`src/rtl/q_to_fp32.sv`:
```
// q_to_fp32: sequential signed Q(FIXED_BITS.FRACTIONAL_BITS) to IEEE-754
// binary32 converter. It normalises one bit per cycle, so latency depends on
// the position of the leading one. Both sides use a valid/ready handshake.
module q_to_fp32 #(
  parameter int FIXED_BITS      = 8,
  parameter int FRACTIONAL_BITS = 8
) (
  input  logic                                 clk,
  input  logic                                 rst,
  input  logic                                 in_valid,
  output logic                                 in_ready,
  input  logic [FIXED_BITS+FRACTIONAL_BITS-1:0] in_data,
  output logic                                 out_valid,
  input  logic                                 out_ready,
  output logic [31:0]                          out_data,
  output logic                                 out_inexact
);

  localparam int W = FIXED_BITS + FRACTIONAL_BITS;

  localparam logic [2:0] IDLE  = 3'd0;
  localparam logic [2:0] ABS   = 3'd1;
  localparam logic [2:0] NORM  = 3'd2;
  localparam logic [2:0] ROUND = 3'd3;
  localparam logic [2:0] OUT   = 3'd4;

  // Biased exponent of a magnitude whose leading one already sits in bit W-1.
  localparam int         EXP_BASE_I = 127 + W - 1 - FRACTIONAL_BITS;
  localparam logic [7:0] EXP_BASE   = EXP_BASE_I[7:0];

  logic [2:0]   state;
  logic         sign;
  logic [W-1:0] mag;
  logic [5:0]   shift;

  // Rounding datapath, consumed only in ROUND.
  logic [54:0]  aligned;
  logic         lsb;
  logic         guard;
  logic         sticky;
  logic         round_up;
  logic [7:0]   exp_pre;
  logic [30:0]  rounded;

  assign in_ready  = (state == IDLE);
  assign out_valid = (state == OUT);

  // Align the fraction bits below the hidden one at the top of a 55-bit field:
  // bits 54:32 are the mantissa, 31 is guard, 30:0 feed sticky. For W<=24 the
  // guard/sticky positions only ever hold zero padding, so the result is exact.
  // A mantissa carry out of the {exponent, mantissa} add bumps the exponent.
  always_comb begin
    aligned  = {mag[W-2:0], {(56-W){1'b0}}};
    lsb      = aligned[32];
    guard    = aligned[31];
    sticky   = |aligned[30:0];
    round_up = guard & (sticky | lsb);
    exp_pre  = EXP_BASE - {2'b00, shift};
    rounded  = {exp_pre, aligned[54:32]} + {30'd0, round_up};
  end

  // Conversion FSM and registered result.
  always_ff @(posedge clk) begin
    if (rst) begin
      state       <= IDLE;
      sign        <= 1'b0;
      mag         <= '0;
      shift       <= '0;
      out_data    <= '0;
      out_inexact <= 1'b0;
    end else begin
      case (state)
        IDLE: begin
          if (in_valid) begin
            mag   <= in_data;
            state <= ABS;
          end
        end
        ABS: begin
          sign <= mag[W-1];
          if (mag[W-1]) begin
            mag <= -mag;
          end
          shift <= '0;
          if (mag == '0) begin
            out_data    <= '0;
            out_inexact <= 1'b0;
            state       <= OUT;
          end else begin
            state <= NORM;
          end
        end
        NORM: begin
          if (!mag[W-1]) begin
            mag   <= mag << 1;
            shift <= shift + 6'd1;
          end else begin
            state <= ROUND;
          end
        end
        ROUND: begin
          out_data    <= {sign, rounded};
          out_inexact <= guard | sticky;
          state       <= OUT;
        end
        OUT: begin
          if (out_ready) begin
            state <= IDLE;
          end
        end
        default: state <= IDLE;
      endcase
    end
  end

endmodule

```
`config.mk`:
```
export PLATFORM = sky130hd
export DESIGN_NAME = q_to_fp32
export DESIGN_NICKNAME = d
export VERILOG_FILES = /design/src/rtl/q_to_fp32.sv
export SDC_FILE = /design/constraint.sdc
export NUM_CORES = 1
export LEC_CHECK = 0
export CAP_MARGIN = 20
export CORE_MARGIN = 1
export CORE_UTILIZATION = 30
export CTS_CLUSTER_SIZE = 14
export DETAILED_ROUTE_END_ITERATION = 10
export MAX_ROUTING_LAYER = met4
export PLACE_DENSITY_LB_ADDON = 0.15
export SYNTH_ARGS = -nofsm -noshare
export SYNTH_HDL_FRONTEND = slang
export SYNTH_SLANG_ARGS = --single-unit
```
`constraint.sdc`:
```
create_clock -name clk -period 3.9 [get_ports clk]
set_input_delay 0.78 -clock clk [delete_from_list [all_inputs] [get_ports clk]]
set_output_delay 0.78 -clock clk [all_outputs]
set_load 0.02 [all_outputs]
```
==> results.toml <==
[cts]
clock_sinks = 50
root_buffer = "clkbuf_8"
cts-resized-gates = 0
worstSkewPairLatency_ns = 0.31
post-cts-setup-buffers = 0
postCtsHoldBufs = 0
path_clk_slew_ns = 0.09
cts_buffers = 5
clk_path_buf_depth = 2
cts_tree = "built"
htreeDepth = 2

[setup_path]
crit_buf_inv = 1
cp.required_ns = 3.12
critPathLaunchType = "register"
end_kind = "output port"
rrSetupSlack_ns = 1.28
crit_end = "out_valid"
critPathSlowestCell = "dfxtp_1"
startpoint = "state[2]$_SDFFE_PP0P_"
reg2reg_from = "state[0]$_SDFFE_PP0P_"
regToRegEndpoint = "mag[5]$_SDFFE_PP0P_"
cp_cell_sequence = "and2_1 > clkdlybuf4s50_1"
critPathTopFamily = "flip-flops"
crit_cells = 2
reg2regPathDepth = 5
cpPeakStageDelay_ns = 0.84
cp_data_arrival_time_ns = 2.00
critical_path.max_fanout = 23
path_class = "register to output port"

[synthesis]
synth_flop_cell = "dfxtp_1"
ys_seq_area_share_pct = 37.16
syn_area_mm2 = 0.002694
yosysWarnings = 0
synth-seq-cells = 50
synth_edf_count = 0
async_reset_ff_share_pct = 0
synth.avg_cell_area_um2 = 7.631
synth_cell_types = 44
synth_cells = 353

[die]
initial_utilization_pct = 30.89
core_area_mm2 = 0.008721
dieArea_mm2 = 0.009363
ioPinCount = 55
fp.dieH_um = 96.76
die_x_um = 96.76
std_cell_rows = 34

[cells_and_area]
fin_util_pct = 37.56
n_antenna_cell = 0
num-nets-final = 405
layout-drive-gt1-share_pct = 4.688
syn_to_final_growth_pct = 21.60
fillers = 915
final_cells = 492

[power]
p_seq_share_pct = 45.7
intPower_mw = 0.8690
comb_power_share_pct = 31.5
p_sw_mw = 0.5314
peakVddDrop_uv = 134.7
p_per_area_mw_per_mm2 = 427.5
total_power_mw = 1.400
p_clk_share_pct = 22.7
p_leak_nw = 1.103
p_sw_share_pct = 37.95

[min_path]
hp-class = "register to register"

[timing]
fin_skew_ns = 0.01486
worst_hold_slack_ns = 0.4571
setup-tns-final_ns = 0
setup_viol = 0
period_minus_slack_ns = 2.783
rsz0062_at_grt = "false"
min_period_over_period_pct = 71.35
final_max_slew_viol_count = 0
relSlewSlack_pct = 46.81
tightest_slew_ns = 0.7978
fmax_mhz = 359.4
hold_viol = 0

[status]
status = "complete, no violations"

[global_route]
grt_pass1_wl_mm = 13.12
antenna_found_initial = 0
grt_pass1_vias = 2542
grt_overflow_total = 0
track_usage_pct = 17.47
grt_max_degree = 36

[route]
viasPerCell = 5.398
drtIter0Drc = 222
wl_per_cell_um = 15.83
wirelength_mm = 7.789
drc = 0
dr.pass1.iters = 5
drtAntennaViolNets = 0
via_count = 2656

[placed_design]
dpl.cell_count = 484
gp_congestion = 0.8739
hpwl_mm = 5.368
io_buffer_count = 45

[run]
maxCapViolCount = 0
power groups by stage:
stage	Clock [mW]	Combinational (mW)	Sequential, mW
finish	0.318	0.441	0.641
global route	0.346	0.497	0.651
CTS	0.334	0.443	0.639
detailed placement	0	0.442	0.651
global placement	0	0.440	0.652
floorplan	0	0.348	0.602
tightest hold or removal path, stage by stage, from the launching register on:
cell and delay [ns]:
dfxtp_1 0.32, nand2_1 0.05, a21oi_1 0.05
worst min-delay path by stage:
stage | depth (start not counted) | end | start
floorplan | 2 | out_data[31]$_SDFFE_PP0P_ | sign$_SDFFE_PP0P_
global placement | 2 | out_data[31]$_SDFFE_PP0P_ | sign$_SDFFE_PP0P_
detailed placement | 2 | out_data[31]$_SDFFE_PP0P_ | sign$_SDFFE_PP0P_
CTS | 2 | out_data[31]$_SDFFE_PP0P_ | sign$_SDFFE_PP0P_
global route | 2 | out_data[31]$_SDFFE_PP0P_ | sign$_SDFFE_PP0P_
finish | 2 | out_data[31]$_SDFFE_PP0P_ | sign$_SDFFE_PP0P_
logic make-up (layout without fill, tap and decap cells):
| family | count (synthesis) | count (layout) | synth area share (%) |
|---|---|---|---|
| compound gates | 120 | 120 | 27.03 |
| xor+xnor | 9 | 9 | 2.926 |
| fa+ha+maj | 2 | 2 | 0.9288 |
| buf+inv | 47 | 70 | 8.174 |
| flops | 50 | 50 | 37.16 |
| mux | 3 | 3 | 1.115 |
| other cells | 1 | 9 | 0.1392 |
| simple gates | 121 | 121 | 22.53 |
synth_stat cells (2+ instances only):
master	n	area, µm²
a211oi_1	8	60.06
a21o_1	3	22.52
a21oi_1	41	205.2
a221oi_1	5	43.79
a222oi_1	2	20.02
a311oi_1	3	26.28
a31oi_1	4	25.02
and2_1	4	25.02
and3_1	2	12.51
buf_2	5	25.02
buf_4	10	75.07
clkbuf_1	23	86.33
dfxtp_1	50	1001
ha_1	2	25.02
inv_1	9	33.78
mux2i_1	3	30.03
nand2_1	26	97.59
nand2b_1	12	75.07
nand3_1	6	30.03
nand3b_1	2	15.01
nand4_1	2	12.51
nor2_1	31	116.4
nor2b_1	6	37.54
nor3_1	14	70.07
nor3b_1	2	15.01
nor4_1	3	18.77
o21ai_0	38	190.2
o31ai_1	3	22.52
o32ai_1	8	70.07
or3_1	5	31.28
xnor2_1	5	43.79
xor2_1	4	35.03
stage by stage:
step	area [µm²]	setup slack (ns)
after floorplan	2724	1.903
after global placement	3184	1.160
after detailed placement	3184	1.129
after CTS	3276	1.108
after global routing	3276	1.017
final	3276	1.117
metal layers:
layer,up-vias,share of wire [%],wire (µm),global-route usage [%]
met5,-,0,0,-
met1,1247,49,3811,24.37
li1,1313,-,-,-
met3,7,5.1,399,2.673
met4,0,1.1,85,4.592
met2,89,45,3492,26.33
flip-flops by register name (all words and copies together) (netlist names):
signal    flops
mag          16
out_data     24
shift         6
sign          1
state         3
cell usage in the layout, fill, tap and decap left out, types with 2 or more instances in the layout:
master	synthesis	final
a211oi_1	8	8
a21o_1	3	3
a21oi_1	41	41
a221oi_1	5	5
a222oi_1	2	2
a311oi_1	3	3
a31oi_1	4	4
and2_1	4	4
and3_1	2	2
buf_4	10	8
clkbuf_8	0	6
clkdlybuf4s50_1	0	44
conb_1	1	9
dfxtp_1	50	50
ha_1	2	2
inv_1	9	9
mux2i_1	3	3
nand2_1	26	26
nand2b_1	12	12
nand3_1	6	6
nand3b_1	2	2
nand4_1	2	2
nor2_1	31	31
nor2b_1	6	6
nor3_1	14	14
nor3b_1	2	2
nor4_1	3	3
o21ai_0	38	38
o31ai_1	3	3
o32ai_1	8	8
or3_1	5	5
xnor2_1	5	5
xor2_1	4	4
layout make-up:
cell class	instances	area, µm²	area share [%]
flip-flops and latches	50	1001	30.56
clock buffers	7	86.33	2.636
multi-input cells	264	1509	46.07
clock inverters	1	5.005	0.1528
repair buffers	53	505.5	15.43
inverters	9	33.78	1.031
well taps	108	135.1	4.125
No activity file was read; power rests on OpenSTA's default activity.
